===== config.mk =====
export PLATFORM = sky130hd
export DESIGN_NAME = cla16_seq_mult_flat
export DESIGN_NICKNAME = d
export VERILOG_FILES = /design/src/rtl/cla16_seq_mult_if.sv /design/src/rtl/cla16_seq_mult.sv /design/src/flat_wrapper.sv
export SDC_FILE = /design/constraint.sdc
export NUM_CORES = 1
export LEC_CHECK = 0
export BUFFER_PORTS_ARGS = -buffer_cell sky130_fd_sc_hd__buf_2
export CAP_MARGIN = 20
export CORE_MARGIN = 2
export CORE_UTILIZATION = 38
export CTS_CLUSTER_SIZE = 40
export DETAILED_ROUTE_END_ITERATION = 7
export MAX_ROUTING_LAYER = met4
export PLACE_DENSITY = 0.66
export SLEW_MARGIN = 40
export SYNTH_ARGS = -nofsm -noshare
export SYNTH_HDL_FRONTEND = slang
export SYNTH_SLANG_ARGS = --single-unit

===== constraint.sdc =====
create_clock -name clk -period 2.89 [get_ports clk]
set_input_delay 0.289 -clock clk [delete_from_list [all_inputs] [get_ports clk]]
set_output_delay 0.289 -clock clk [all_outputs]
set_load 0.05 [all_outputs]

===== src/rtl/cla16_seq_mult_if.sv =====
// Operand/product handshake bundle for the sequential multiplier.
// Master drives operands and accepts products; slave is the multiplier.
interface cla16_seq_mult_if;
  logic        in_valid;
  logic        in_ready;
  logic [15:0] a;
  logic [15:0] b;
  logic        out_valid;
  logic        out_ready;
  logic [31:0] product;

  modport master (
    output in_valid, a, b, out_ready,
    input  in_ready, out_valid, product
  );

  modport slave (
    input  in_valid, a, b, out_ready,
    output in_ready, out_valid, product
  );
endinterface


===== src/rtl/cla16_seq_mult.sv =====
// 16x16 unsigned shift-add multiplier built around one CLA16.
// Define CLA16_SEQ_MULT_EARLY_TERM_EN to stop once the multiplier is exhausted.
module cla16 (
  input  logic [15:0] a,
  input  logic [15:0] b,
  input  logic        c_in,
  output logic [15:0] sum,
  output logic        gm
);
  logic [15:0] g, p, c;
  logic [3:0]  gg, gp, cg;

  always_comb begin
    g  = a & b;
    p  = a ^ b;
    gg = '0;
    gp = '0;
    c  = '0;
    for (int j = 0; j < 4; j++) begin
      gg[j] = g[4*j+3]
            | (p[4*j+3] & g[4*j+2])
            | (p[4*j+3] & p[4*j+2] & g[4*j+1])
            | (p[4*j+3] & p[4*j+2] & p[4*j+1] & g[4*j]);
      gp[j] = &p[4*j +: 4];
    end
    cg[0] = c_in;
    cg[1] = gg[0] | (gp[0] & c_in);
    cg[2] = gg[1] | (gp[1] & gg[0])
          | (gp[1] & gp[0] & c_in);
    cg[3] = gg[2] | (gp[2] & gg[1])
          | (gp[2] & gp[1] & gg[0])
          | (gp[2] & gp[1] & gp[0] & c_in);
    for (int j = 0; j < 4; j++) begin
      c[4*j]   = cg[j];
      c[4*j+1] = g[4*j] | (p[4*j] & cg[j]);
      c[4*j+2] = g[4*j+1]
               | (p[4*j+1] & g[4*j])
               | (p[4*j+1] & p[4*j] & cg[j]);
      c[4*j+3] = g[4*j+2]
               | (p[4*j+2] & g[4*j+1])
               | (p[4*j+2] & p[4*j+1] & g[4*j])
               | (p[4*j+2] & p[4*j+1] & p[4*j] & cg[j]);
    end
    sum = p ^ c;
    gm  = gg[3]
        | (gp[3] & gg[2])
        | (gp[3] & gp[2] & gg[1])
        | (gp[3] & gp[2] & gp[1] & gg[0]);
  end
endmodule

module cla16_seq_mult #(
  parameter int ITER = 16
) (
  input  logic                  clk,
  input  logic                  rst_n,
  cla16_seq_mult_if.slave       bus,
  output logic                  busy
);
  localparam logic [1:0] IDLE  = 2'd0;
  localparam logic [1:0] RUN   = 2'd1;
  localparam logic [1:0] DONE  = 2'd2;
`ifdef CLA16_SEQ_MULT_EARLY_TERM_EN
  localparam logic [1:0] ALIGN = 2'd3;
`endif

  logic [1:0]  state;
  logic [15:0] m, h, q;
  logic [4:0]  cnt;
  logic [15:0] sum;
  logic        gm;
  logic [31:0] hq_step;
  logic        last;
`ifdef CLA16_SEQ_MULT_EARLY_TERM_EN
  logic [15:0] r;
`endif

  cla16 u_cla (
    .a    (h),
    .b    (m),
    .c_in (1'b0),
    .sum  (sum),
    .gm   (gm)
  );

  // Carry-out of H+M becomes the new top bit of the accumulator.
  always_comb begin
    hq_step = {1'b0, h, q[15:1]};
    if (q[0])
      hq_step = {gm, sum, q[15:1]};
  end

  assign last          = (cnt == 5'(ITER - 1));
  assign bus.in_ready  = (state == IDLE);
  assign bus.out_valid = (state == DONE);
  assign bus.product   = {h, q};
  assign busy          = (state != IDLE);

  always_ff @(posedge clk or negedge rst_n) begin
    if (!rst_n) begin
      state <= IDLE;
      m     <= '0;
      h     <= '0;
      q     <= '0;
      cnt   <= '0;
`ifdef CLA16_SEQ_MULT_EARLY_TERM_EN
      r     <= '0;
`endif
    end else begin
      unique case (state)
        IDLE: begin
          if (bus.in_valid) begin
            m     <= bus.a;
            q     <= bus.b;
            h     <= '0;
            cnt   <= '0;
`ifdef CLA16_SEQ_MULT_EARLY_TERM_EN
            r     <= bus.b;
`endif
            state <= RUN;
          end
        end
        RUN: begin
`ifdef CLA16_SEQ_MULT_EARLY_TERM_EN
          if (r == '0) begin
            state <= ALIGN;
          end else begin
            {h, q} <= hq_step;
            cnt    <= cnt + 5'd1;
            r      <= r >> 1;
            if (last)
              state <= DONE;
          end
`else
          {h, q} <= hq_step;
          cnt    <= cnt + 5'd1;
          if (last)
            state <= DONE;
`endif
        end
        DONE: begin
          if (bus.out_ready)
            state <= IDLE;
        end
`ifdef CLA16_SEQ_MULT_EARLY_TERM_EN
        // Skipped iterations only shifted right; apply them in one go.
        ALIGN: begin
          {h, q} <= {h, q} >> (5'd16 - cnt);
          state  <= DONE;
        end
`endif
        default: state <= IDLE;
      endcase
    end
  end
endmodule

===== src/flat_wrapper.sv =====
// flat-port wrapper written by rule: the top's interface ports become plain ports
module cla16_seq_mult_flat 
#(
  parameter int ITER = 16
)
  (clk, rst_n, busy, bus_in_valid, bus_a, bus_b, bus_out_ready, bus_in_ready, bus_out_valid, bus_product);
  cla16_seq_mult_if bus_i ();
  input  logic clk;
  input  logic rst_n;
  output logic busy;
  input wire logic [$bits(bus_i.in_valid)-1:0] bus_in_valid;
  input wire logic [$bits(bus_i.a)-1:0] bus_a;
  input wire logic [$bits(bus_i.b)-1:0] bus_b;
  input wire logic [$bits(bus_i.out_ready)-1:0] bus_out_ready;
  output wire logic [$bits(bus_i.in_ready)-1:0] bus_in_ready;
  output wire logic [$bits(bus_i.out_valid)-1:0] bus_out_valid;
  output wire logic [$bits(bus_i.product)-1:0] bus_product;
  assign bus_i.in_valid = bus_in_valid;
  assign bus_i.a = bus_a;
  assign bus_i.b = bus_b;
  assign bus_i.out_ready = bus_out_ready;
  assign bus_in_ready = bus_i.in_ready;
  assign bus_out_valid = bus_i.out_valid;
  assign bus_product = bus_i.product;
  cla16_seq_mult #(.ITER(ITER)) u_core (.clk(clk), .rst_n(rst_n), .bus(bus_i), .busy(busy));
endmodule

==> run_results.csv <==
group,metric,value,unit
outcome,status,"complete, no violations",
timing,hold_viol_final,0,
timing,final.period_utilization,94.51,%
yosys,async_flop_share,100.0,%
critical_path,required,3.13,ns
clock_tree,cts_tree,"done",
yosys,synth-xor-area-share,2.222,%
clock_tree,clock_latency,0.32,ns
layout,drive_gt1_share,24.17,%
clock_tree,cts_max_path_buffers,2,
timing,worstMarginPinSlew,0.5485,ns
min_path,hp-class,"in -> reg",
timing,fin_ws,0.1587,ns
clock_tree,cts_setup_buffers,0,
yosys,synth_compound_area_share,16.90,%
yosys,synth_simple_gate_area_share,20.04,%
yosys,synth_mux_area_share,3.294,%
floorplanning,initial_core_util,38.76,%
clock_tree,clock_sink_count,55,
yosys,synth_top_flop_cell,"dfrtp_1",
routing,viasPerCell,5.159,
global_route,grtUsageTotal,17.72,%
global_route,grt_pass1_vias,2662,
timing,clock.fmax,0.3661,GHz
floorplanning,die_x,95.09,um
critical_path,arrival,2.98,ns
floorplanning,dieArea,9042,sq um
routing,drt_first_pass_iters,4,
timing,finalSetupViolCount,0,
layout,nets,479,
layout,syn_to_final_growth,18.81,%
critical_path,crit_path_start_kind,"register",
routing,antenna_left,0,
place,portBuffers,70,
timing,relSlewSlack,63.44,%
global_route,grt_overflow_total,0,
yosys,post_synth_fa_ha_maj_area_fraction,9.683,%
yosys,synth_fp_nets,412,
critical_path,worstPathCellList,"ha_1 -> a41o_1 -> a21oi_4 -> o21ai_4 -> a21oi_2 -> nand2_1 -> o21ai_0 -> fa_1 -> mux2_2 -> o21ai_0",
clock_tree,htree_levels,2,
critical_path,crit_path_end_kind,"register",
global_route,grt_max_degree,56,
yosys,synth.distinct_cells,47,
place,gp_congestion,0.8211,
layout,antennaDiodeCount,0,
floorplanning,pin_count,71,
critical_path,critPathBufInv,0,
yosys,ys_warn_count,0,
timing,finalMaxSlewViolations,0,
global_route,grt_pass1_wl,12290,um
critical_path,crit_path_max_incr_delay,0.45,ns
critical_path,crit_path_top_delay_cell,"fa_1",
place,dp_slack,0.1560,ns
critical_path,critical_path.top_delay_family,"compound AO/OA/AOI/OAI gates",
critical_path,path_max_fanout,4,
critical_path,critPathKind,"reg -> reg",
critical_path,path_common_cell,"o21ai_0",
floorplanning,coreArea,8134,sq um
timing,period_minus_slack,2.731,ns
yosys,syn_area_per_cell,8.907,sq um
yosys,synth_seq_area_share,43.65,%
yosys,netlist_area,3153,sq um
place,dpl.hpwl,5258,um
clock_tree,clk_pin_slew,0.11,ns
yosys,netlist_instances,354,
yosys,synth_edf_count,0,
yosys,synth_top_family_by_area,"simple AND/OR/NAND/NOR gates",
routing,wl,7335,um
routing,wire_per_inst,13.92,um
routing,drc,0,
yosys,ys_seq_elements,55,
clock_tree,cts-root-buf,"clkbuf_8",
global_route,antenna_found_initial,0,
timing,clock_skew,0.01012,ns
routing,vias,2719,
floorplanning,die_h,95.09,um
floorplanning,row_count,33,
routing,drt_iter0_drc,92,
clock_tree,numCtsBuffers,5,
flow_run,drv_cap,0,
[sequential cells by signal, summed over array words and instances, names as in the netlist]
register and count:
u_core.h 16, u_core.m 16, u_core.q 16, u_core.cnt 5
u_core.state 2
[layout by cell type (no fill, tap or decap), types with 3 or more instances in the layout]
cell,netlist,routed
nand3_1,15,15
nor2b_1,4,4
a21oi_1,6,6
and3_1,3,3
xor2_1,3,3
o21ai_0,28,28
ha_1,18,18
a21o_1,4,4
xnor2_1,5,5
a31oi_1,21,21
mux2i_1,7,7
nand2_1,83,82
nor3_1,3,3
buf_4,1,8
mux2_2,3,3
clkbuf_8,0,5
buf_2,1,70
dfrtp_1,55,55
nor2_1,23,23
fa_1,4,4
inv_1,15,15
nor3b_1,4,4
[layer usage]
metal,up-vias,wire [um],GRT usage (%)
met2,71,3426,29.28
met1,1286,3498,22.71
met4,0,82,5.072
li1,1352,-,-
met5,-,0,-
met3,10,327,2.609
[final cells by class]
type	instances	area, sq um
flip-flops and latches	55	1376
clock inverters	3	31.28
clock buffers	5	68.82
fillers	816	4388
inverters	15	56.30
well taps	105	131.4
repair buffers	79	420.4
multi-input cells	265	1662
[per-stage QoR]
stage	cell area (sq um)	utilization, %	setup TNS, ns	instances	hold WS (ns)
after floorplan	3153	-	0	354	-0.006591
after global placement	3621	44.52	0	518	0.2293
after detailed placement	3628	44.61	0	518	0.2421
after CTS	3739	45.96	0	527	0.1484
after global routing	3746	46.05	-0.0005791	527	0.1441
final	3746	46.05	0	527	0.1496
[path summary, 6_finish.rpt]
kind | startpoint | endpoint | slack (ns) | depth (start not counted)
hold / removal | bus_a[14] | u_core.m[14] | 0.15 | 3
min in group asynchronous | rst_n | u_core.h[4] | 0.40 | 2
max in group asynchronous | rst_n | u_core.h[13] | 1.65 | 3
setup / recovery | u_core.h[3] | u_core.h[11] | 0.16 | 10
setup reg to reg | u_core.h[3] | u_core.h[11] | 0.16 | 10
hold reg to reg | u_core.cnt[3] | u_core.cnt[3] | 0.49 | 1
[repair_timing]
action                                 CTS  global route
resized for setup                        0             1
hold buffers                             1             0
setup endpoints to repair                0             1
endpoints found under the hold margin   16             0
[Yosys cell counts (2+ instances only)]
cell type | n | share of area (%)
a21boi_1 | 2 | 0.48
a21o_1 | 4 | 0.95
a21oi_1 | 6 | 0.95
a21oi_2 | 3 | 0.83
a31oi_1 | 21 | 4.2
and3_1 | 3 | 0.60
clkbuf_1 | 16 | 1.9
dfrtp_1 | 55 | 44
fa_1 | 4 | 2.5
ha_1 | 18 | 7.1
inv_1 | 15 | 1.8
mux2_2 | 3 | 1.1
mux2i_1 | 7 | 2.2
nand2_1 | 83 | 9.9
nand2b_1 | 3 | 0.60
nand3_1 | 15 | 2.4
nand4_1 | 2 | 0.40
nor2_1 | 23 | 2.7
nor2b_1 | 4 | 0.79
nor3_1 | 3 | 0.48
nor3b_1 | 4 | 0.95
o21ai_0 | 28 | 4.4
o21ai_1 | 2 | 0.32
xnor2_1 | 5 | 1.4
xor2_1 | 3 | 0.83
[worst min-delay path, cell delays in order]
cell,delay [ns]
buf_2,0.07
nand2_1,0.04
nand2_1,0.04
[cells by family after synthesis]
family / count (synthesis)
flip-flops: 55
multiplexers: 10
buffers and inverters: 34
AO/OA/AOI/OAI: 81
adder cells (fa/ha/maj): 22
XOR/XNOR: 8
AND/OR/NAND/NOR: 144
Power is left out: the tool's default activity adds up to more than one toggle a clock period on the data nets, which glitch-free logic cannot reach.
